`config.mk`:
```
export PLATFORM = sky130hd
export DESIGN_NAME = decoder_4x16_seq
export DESIGN_NICKNAME = d
export VERILOG_FILES = /design/src/rtl/dec_pkg.sv /design/src/rtl/dec_hold_timer.sv /design/src/rtl/decoder_4x16_seq.sv
export SDC_FILE = /design/constraint.sdc
export NUM_CORES = 1
export LEC_CHECK = 0
export BUFFER_PORTS_ARGS = -buffer_cell sky130_fd_sc_hd__buf_2
export CAP_MARGIN = 20
export CORE_ASPECT_RATIO = 1.75
export CORE_UTILIZATION = 50
export CTS_CLUSTER_DIAMETER = 30
export DETAILED_ROUTE_END_ITERATION = 6
export GPL_TIMING_DRIVEN = 0
export PLACE_DENSITY = 0.74
export SLEW_MARGIN = 20
export SYNTH_ARGS = -nofsm -noshare
export SYNTH_HDL_FRONTEND = slang
export SYNTH_SLANG_ARGS = --single-unit
```
`constraint.sdc`:
```
create_clock -name clk -period 1.9 [get_ports clk]
set_input_delay 0.38 -clock clk [delete_from_list [all_inputs] [get_ports clk]]
set_output_delay 0.38 -clock clk [all_outputs]
set_load 0.02 [all_outputs]
```
`src/rtl/dec_pkg.sv`:
```
// Shared types and helpers for the 4-to-16 sequenced decoder.
package dec_pkg;

  localparam int CODE_W   = 4;
  localparam int ONEHOT_W = 16;

  typedef enum logic [1:0] {
    IDLE  = 2'd0,
    DRIVE = 2'd1,
    GAP   = 2'd2
  } dec_state_e;

  function automatic logic [ONEHOT_W-1:0] onehot16(input logic [CODE_W-1:0] code);
    onehot16 = {{(ONEHOT_W-1){1'b0}}, 1'b1} << code;
  endfunction

endpackage

```
`src/rtl/dec_hold_timer.sv`:
```
// Loadable down-counter; done pulses for one cycle when a loaded count expires.
module dec_hold_timer #(
  parameter int CNT_W = 8
) (
  input  logic             clk,
  input  logic             rst,
  input  logic             load,
  input  logic [CNT_W-1:0] load_val,
  output logic             done
);

  logic [CNT_W-1:0] cnt_q, cnt_d;
  logic             active_q, active_d;

  assign done = active_q && (cnt_q == {CNT_W{1'b0}});

  // next count and armed flag; a load on the done cycle re-arms without a gap
  always_comb begin
    cnt_d    = cnt_q;
    active_d = active_q;
    if (load) begin
      cnt_d    = load_val;
      active_d = 1'b1;
    end else if (done) begin
      active_d = 1'b0;
    end else if (cnt_q != {CNT_W{1'b0}}) begin
      cnt_d = cnt_q - {{(CNT_W-1){1'b0}}, 1'b1};
    end else begin
      cnt_d = cnt_q;
    end
  end

  // counter state registers
  always_ff @(posedge clk) begin
    if (rst) begin
      cnt_q    <= {CNT_W{1'b0}};
      active_q <= 1'b0;
    end else begin
      cnt_q    <= cnt_d;
      active_q <= active_d;
    end
  end

endmodule

```
`src/rtl/decoder_4x16_seq.sv`:
```
// Handshaked 4-to-16 one-hot decoder with hold time, break-before-make gap and one pending slot.
// Optional DEC_STATS_EN adds a saturating drive counter (dec_count) and a stall pulse (overrun).
module decoder_4x16_seq
  import dec_pkg::*;
#(
  parameter int HOLD_CYCLES = 4,
  parameter int GAP_CYCLES  = 1,
  parameter int CNT_W       = 8
) (
  input  logic                clk,
  input  logic                rst,
  input  logic                in_valid,
  output logic                in_ready,
  input  logic [CODE_W-1:0]   in,
  output logic [ONEHOT_W-1:0] out,
  output logic                out_valid,
`ifdef DEC_STATS_EN
  output logic [15:0]         dec_count,
  output logic                overrun,
`endif
  output logic                busy
);

  localparam logic [CNT_W-1:0] HOLD_LD = CNT_W'(HOLD_CYCLES - 1);
  localparam logic [CNT_W-1:0] GAP_LD  = CNT_W'((GAP_CYCLES > 0) ? (GAP_CYCLES - 1) : 0);

  dec_state_e          state_q, state_d;
  logic [CODE_W-1:0]   code_q, code_d;
  logic [CODE_W-1:0]   pend_q, pend_d;
  logic                pend_full_q, pend_full_d;
  logic [ONEHOT_W-1:0] out_q, out_d;
  logic                out_valid_q, out_valid_d;
  logic                busy_q, busy_d;
  logic                in_ready_q, in_ready_d;

  logic              xfer_s, nxt_avail_s, consume_s, tmr_load_s, tmr_done_s;
  logic [CODE_W-1:0] nxt_code_s;
  logic [CNT_W-1:0]  tmr_val_s;

  assign xfer_s = in_valid && in_ready_q;
  // a code offered on the expiring cycle is taken straight to DRIVE when the slot is empty
  assign nxt_avail_s = pend_full_q || (xfer_s && (state_q != IDLE));
  assign nxt_code_s  = pend_full_q ? pend_q : in;

  dec_hold_timer #(.CNT_W(CNT_W)) u_timer (
    .clk      (clk),
    .rst      (rst),
    .load     (tmr_load_s),
    .load_val (tmr_val_s),
    .done     (tmr_done_s)
  );

  // next state, active code, pending slot and timer loads
  always_comb begin
    state_d     = state_q;
    code_d      = code_q;
    pend_d      = pend_q;
    pend_full_d = pend_full_q;
    consume_s   = 1'b0;
    tmr_load_s  = 1'b0;
    tmr_val_s   = HOLD_LD;
    case (state_q)
      IDLE: begin
        if (xfer_s) begin
          state_d    = DRIVE;
          code_d     = in;
          tmr_load_s = 1'b1;
        end else begin
          state_d = IDLE;
        end
      end
      DRIVE: begin
        if (!tmr_done_s) begin
          state_d = DRIVE;
        end else if (GAP_CYCLES > 0) begin
          state_d    = GAP;
          tmr_load_s = 1'b1;
          tmr_val_s  = GAP_LD;
        end else if (nxt_avail_s) begin
          state_d    = DRIVE;
          code_d     = nxt_code_s;
          consume_s  = 1'b1;
          tmr_load_s = 1'b1;
        end else begin
          state_d = IDLE;
        end
      end
      GAP: begin
        if (!tmr_done_s) begin
          state_d = GAP;
        end else if (nxt_avail_s) begin
          state_d    = DRIVE;
          code_d     = nxt_code_s;
          consume_s  = 1'b1;
          tmr_load_s = 1'b1;
        end else begin
          state_d = IDLE;
        end
      end
      default: begin
        state_d = IDLE;
      end
    endcase

    if (consume_s) begin
      pend_full_d = 1'b0;
    end else begin
      pend_full_d = pend_full_q;
    end
    if (xfer_s && (state_q != IDLE) && !(consume_s && !pend_full_q)) begin
      pend_d      = in;
      pend_full_d = 1'b1;
    end else begin
      pend_d = pend_q;
    end
  end

  // registered outputs derived from the next state
  always_comb begin
    if (state_d == DRIVE) begin
      out_d       = onehot16(code_d);
      out_valid_d = 1'b1;
    end else begin
      out_d       = {ONEHOT_W{1'b0}};
      out_valid_d = 1'b0;
    end
    busy_d     = (state_d != IDLE) || pend_full_d;
    in_ready_d = (state_d == IDLE) || !pend_full_d;
  end

  // control and output registers
  always_ff @(posedge clk) begin
    if (rst) begin
      state_q     <= IDLE;
      code_q      <= {CODE_W{1'b0}};
      pend_q      <= {CODE_W{1'b0}};
      pend_full_q <= 1'b0;
      out_q       <= {ONEHOT_W{1'b0}};
      out_valid_q <= 1'b0;
      busy_q      <= 1'b0;
      in_ready_q  <= 1'b1;
    end else begin
      state_q     <= state_d;
      code_q      <= code_d;
      pend_q      <= pend_d;
      pend_full_q <= pend_full_d;
      out_q       <= out_d;
      out_valid_q <= out_valid_d;
      busy_q      <= busy_d;
      in_ready_q  <= in_ready_d;
    end
  end

  assign out       = out_q;
  assign out_valid = out_valid_q;
  assign busy      = busy_q;
  assign in_ready  = in_ready_q;

`ifdef DEC_STATS_EN
  logic [15:0] stat_cnt_q, stat_cnt_d;
  logic        drive_entry_s;

  assign drive_entry_s = (state_d == DRIVE) && ((state_q != DRIVE) || tmr_done_s);

  // saturating count of DRIVE entries
  always_comb begin
    if (drive_entry_s && (stat_cnt_q != 16'hFFFF)) begin
      stat_cnt_d = stat_cnt_q + 16'd1;
    end else begin
      stat_cnt_d = stat_cnt_q;
    end
  end

  // statistics register
  always_ff @(posedge clk) begin
    if (rst) begin
      stat_cnt_q <= 16'd0;
    end else begin
      stat_cnt_q <= stat_cnt_d;
    end
  end

  assign dec_count = stat_cnt_q;
  assign overrun   = in_valid && !in_ready_q && pend_full_q;
`endif

endmodule
```
[Yosys cells after proc, flatten, opt, wreduce, memory -nomap -nowiden]
Cells that the tools add are included.
Word-level totals
  memories: 0
  bits in latches: 0
  bits in read-only memories: 0
  flip-flop bits (word level): 39
  input bits: 7
  logic and storage cells: 64
  RAM bits: 0
Operators by class
  reduce and logical (&&, ||, !) cells: 21
  muxes and demuxes: 26
  add/sub/neg operators: 1
  shift-type cells: 1
  equality and inequality tests: 4
  bitwise gates (word level): 1
  div/mod/pow operators: 0
  $mul: 0
  magnitude comparators: 0
Operators with widths (count)
  8-bit two-way mux: 3
  4-bit two-way mux: 4
  1-bit by 4-bit left shift with 16-bit output, first input constant: 1
  1-bit two-way mux: 12
  8-bit zero test: 1
  2-bit two-way mux: 4
  4-bit case mux with 2 select lines: 1
  2-bit nonzero test: 4
  8-bit nonzero test: 1
  8-bit by 1-bit subtractor with 8-bit output, second input constant: 1
  2-bit case mux with 3 select lines: 1
  1-bit logical AND: 5
  2-bit by 1-bit equality test with 1-bit output, second input constant: 2
  2-bit zero test: 2
  1-bit zero test: 3
  1-bit logical OR: 3
  1-bit case mux with 3 select lines: 1
  2-bit equality test, second input constant: 1
  2-bit inequality test, second input constant: 1
  2-bit AND reduction: 1
  2-bit OR reduction: 1
  1-bit inverter: 1

[Depth between registers and ports, before layout]
  depth after elaboration: 12
  gate-level depth with buffers: 8

[Modules after synthesis]
From an unflattened synthesis, not the netlist that was laid out.
Second synthesis, totals
  cells, all modules: 161
  area, all modules: 1547.7 um2
Modules (own cells, without submodules)
  decoder_4x16_seq: sequential area each 600.6 um2, area each 1039.7 um2, cells an instance 104, times used 1
  dec_hold_timer: sequential area each 180.2 um2, area each 508.0 um2, cells an instance 57, times used 1

[Worst setup path after synthesis]
No wires, ideal clock.
  kind: register to register
  start: reg u_timer.cnt_q[0]
  end: reg pend_q[0]
  cell stages (with the launch flop): 8
  arrival time: 1.905 ns
  path buffers: 0
  clock period less this slack: 2.032 ns
  setup slack: -0.132 ns
  path through: dfxtp_1 inv_1 ha_1 or4b_4 o31a_4 o211ai_4 mux2i_1 nor2_1
On the way
  cells in the longest elaborated chain, start to end: 7
RTL lines
  start: declaration: line dec_hold_timer.sv:12  | logic [CNT_W-1:0] cnt_q, cnt_d;
  start signal: assignment: line dec_hold_timer.sv:36  | cnt_q <= {CNT_W{1'b0}};
  start signal: assignment: line dec_hold_timer.sv:39  | cnt_q <= cnt_d;
  8-bit zero test: line dec_hold_timer.sv:15  | assign done = active_q && (cnt_q == {CNT_W{1'b0}});
  1-bit logical AND: line dec_hold_timer.sv:15
  1-bit two-way mux: line decoder_4x16_seq.sv:89  | if (!tmr_done_s) begin
  1-bit two-way mux
  1-bit logical AND: line decoder_4x16_seq.sv:110  | if (xfer_s && (state_q != IDLE) && !(consume_s && !pend_full_q)) begin
  1-bit zero test: line decoder_4x16_seq.sv:110
  1-bit logical AND: line decoder_4x16_seq.sv:110
  end signal: assignment: line decoder_4x16_seq.sv:136  | pend_q <= {CODE_W{1'b0}};
  end signal: assignment: line decoder_4x16_seq.sv:145  | pend_q <= pend_d;
  end: declaration: line decoder_4x16_seq.sv:29  | logic [CODE_W-1:0] pend_q, pend_d;
No other way between the ends.
A chain may end at the register's enable or synchronous reset.

[Worst setup path after layout]
  start: reg u_timer.cnt_q[1]
  end: reg pend_full_q
On the way
  cells in the longest elaborated chain, start to end: 8
  elaborated cells on any way between the ends: 9
  classes of those cells: mux: 4; reduce/logical: 5
RTL lines
  8-bit zero test (*): line dec_hold_timer.sv:15
  1-bit logical AND (*): line dec_hold_timer.sv:15
  1-bit two-way mux (*): line decoder_4x16_seq.sv:89
  1-bit two-way mux (*)
  1-bit logical AND: line decoder_4x16_seq.sv:110
  1-bit zero test: line decoder_4x16_seq.sv:110
  1-bit logical AND: line decoder_4x16_seq.sv:110
  1-bit two-way mux (*): line decoder_4x16_seq.sv:110
  end signal: assignment: line decoder_4x16_seq.sv:146  | pend_full_q <= pend_full_d;
  end: declaration: line decoder_4x16_seq.sv:30  | logic pend_full_q, pend_full_d;
Mark *: on every way between the ends. The rest lies on a longest branch, timed or not.

==> results.yml <==
run_status:
  status: "finished with violations"
  failed_checks: "negative setup slack"
sta:
  finalClockSkew_ns: 0.007144
  period_share: 1.113
  slew_headroom: 0.6916
  worst_slew_pin_slew_ns: 0.4626
  rsz0062_at_grt: "true"
  hold_viol_final: 0
  setup_viol: 24
  max_freq_mhz: 472.9
  tns_ns: -3.727
  slew_viol_final: 0
  timing.final.crit_period_ns: 2.115
  setup_ws_ns: -0.2148
clock_network:
  clkTransAtPathRegs_ns: 0.08
  cts_inserted_buffers: 5
  cts-htree-levels: 2
  cts_hold_buf: 0
  cts_tree: "done"
  worstSkewPairLatency_ns: 0.29
  root_buffer: "clkbuf_8"
  clockBufferDepth: 2
  cts.sinks: 39
critical_path:
  path_class: "flip-flop to flip-flop"
  cp-start-kind: "flip-flop"
  max_stage_delay_ns: 0.50
  slowest_stage: "or4b_4"
  cp.arrival_ns: 2.28
  required_ns: 2.07
  cp_max_fo: 5
  worstPathCellList: "inv_2 > ha_4 > or4b_4 > o31a_4 > o211ai_4 > buf_4 > buf_6 > a21oi_2"
  worstSetupEndpointType: "flip-flop"
final_layout:
  n_antenna_cell: 0
  drive_gt1_frac: 0.4395
  final_util: 0.7245
  mostFrequentLayoutCells: "dfxtp_1, buf_2, nand2_1"
  final_common_cell: "dfxtp_1"
  area_growth_pct: 37.29
  final_nets: 231
  final_cells: 268
  fin_area_mm2: 0.002487
place:
  placed_cells: 243
  dpl_cell_area_mm2: 0.002002
  dp_hpwl_um: 2842
  gp_congestion: 0.7992
  port_buffers: 24
route:
  vias: 1539
  drt_pass1_iterations: 4
  wire_per_inst_um: 17.56
  drc: 0
  wirelength_um: 4707
  via_per_inst: 5.743
  first_iter_violations: 46
  drtAntennaViolNets: 0
worst_hold_path:
  min_path_type: "input pin to flip-flop"
grt:
  track_usage: 0.2655
  grt-ovfl-total: 0
  first_global_vias: 1518
  grt_max_degree: 13
  grt_pass1_wl_um: 7113
  antenna_found_initial: 0
logic_synthesis:
  ys_async_sr_fraction: 0
  ys.flop_type: "dfxtp_1"
  synth_edf_count: 0
  syn_nets: 183
  post_synth_instance_area_mm2: 0.001812
  ys_ff_latch: 39
  syn_inst: 174
  synth_top_cell_area_share: 0.4309
  yosysTopAreaCell: "dfxtp_1"
  yosysSeqAreaShare: 0.4309
  yosys_warnings: 0
  avgSynthCellArea_um2: 10.41
  ys_types: 49
  synthTopCellsByArea: "dfxtp_1, mux2i_1, nor3_1"
floorplan:
  start_util: 0.5277
  fp.dieH_um: 81.63
  ioPinCount: 26
  core_region_area_mm2: 0.003433
  die_x_um: 47.51
  die_area_mm2: 0.003878
  rows: 28
flow_run:
  drv_cap: 0
power_and_ir_drop:
  leakagePower_uw: 0.001014
  p_per_area_mw_per_mm2: 1384
  peakVddDrop_mv: 1.199
where the power goes:
part           leakage (µW)  internal (µW)  switching (µW)
registers          0.000319            955             138
clock network     0.0000654            525             284
logic              0.000630            701             840
flip-flops by register name, summed over array words and instances, names as in the netlist:
name,count
out,16
u_timer.cnt_q,8
code_q,4
pend_q,4
state_q,2
busy,1
in_ready,1
out_valid,1
pend_full_q,1
u_timer.active_q,1
synthesized netlist by cell type, types with 2 or more instances:
| cell | count |
|---|---|
| dfxtp_1 | 39 |
| o21ai_0 | 3 |
| nand2b_1 | 3 |
| mux2_2 | 2 |
| ha_1 | 2 |
| clkbuf_8 | 3 |
| nor3_1 | 13 |
| or4b_4 | 2 |
| inv_1 | 3 |
| buf_6 | 3 |
| a21o_2 | 2 |
| nor4_1 | 4 |
| a31oi_1 | 3 |
| xor2_1 | 2 |
| nand2_1 | 17 |
| xnor2_1 | 3 |
| or3_1 | 2 |
| nor4b_2 | 2 |
| nor2b_1 | 2 |
| nor2_1 | 15 |
| a21oi_2 | 2 |
| and3_1 | 5 |
| a21oi_1 | 10 |
| mux2i_1 | 7 |
worst max-delay path: cells and delay by family, from the launching register on:
family / cells / cell delay, ns
buffers and inverters: 3 / 0.33
flip-flops: 1 / 0.33
adder cells (fa/ha/maj): 1 / 0.14
AND/OR/NAND/NOR: 1 / 0.50
AO/OA/AOI/OAI: 3 / 0.69
routing by layer:
metal,share of wire,global-route usage,vias up,wire length (µm)
met5,0,0,-,0
met4,0.030,0.1571,0,139
met2,0.61,0.4986,57,2864
met1,0.33,0.2387,737,1551
li1,-,-,730,-
met3,0.032,0.05275,15,151
what timing repair did:
action,in CTS,in global routing
setup endpoints to repair,31,30
pin swaps,11,8
setup buffers,9,6
gates cloned,2,0
gates resized for setup,22,14
hold endpoints to repair,0,0
layout make-up:
cell class              instances  area [µm²]
plain buffers                   8       82.58
clock buffers                   6       72.57
clock inverters                 2       60.06
fillers                       258       945.9
inverters                       3       11.26
multi-input cells             126        1150
flip-flops and latches         39       782.0
well taps                      45       56.30
repair buffers                 39       272.8
path summary, 6_finish.rpt:
path / start / cells past startpoint / slack (ns) / end
worst max-delay path: u_timer.cnt_q[1] / 8 / -0.21 / pend_full_q
worst min register to register: pend_q[1] / 2 / 0.50 / pend_q[1]
worst min-delay path: in[1] / 3 / 0.37 / pend_q[1]
worst max register to register: u_timer.cnt_q[1] / 8 / -0.21 / pend_full_q
kinds of logic after synthesis:
group / after synthesis / share of synthesized area
simple gates: 74 / 0.2465
flops: 39 / 0.4309
compound gates: 32 / 0.1616
buf+inv: 11 / 0.05179
mux: 11 / 0.07113
xor+xnor: 5 / 0.02418
fa+ha+maj: 2 / 0.01381
stage by stage:
stage	total power, µW	setup WS (ns)	hold WS, ns
after detailed placement	2305	-0.2759	0.4734
final	3442	-0.2148	0.3713
after floorplan	2051	-0.05124	0.4399
after global routing	3629	-0.3067	0.3823
after CTS	3318	-0.1880	0.3663
after global placement	2245	-0.1762	0.4546
(Power assumes the default switching activity.)
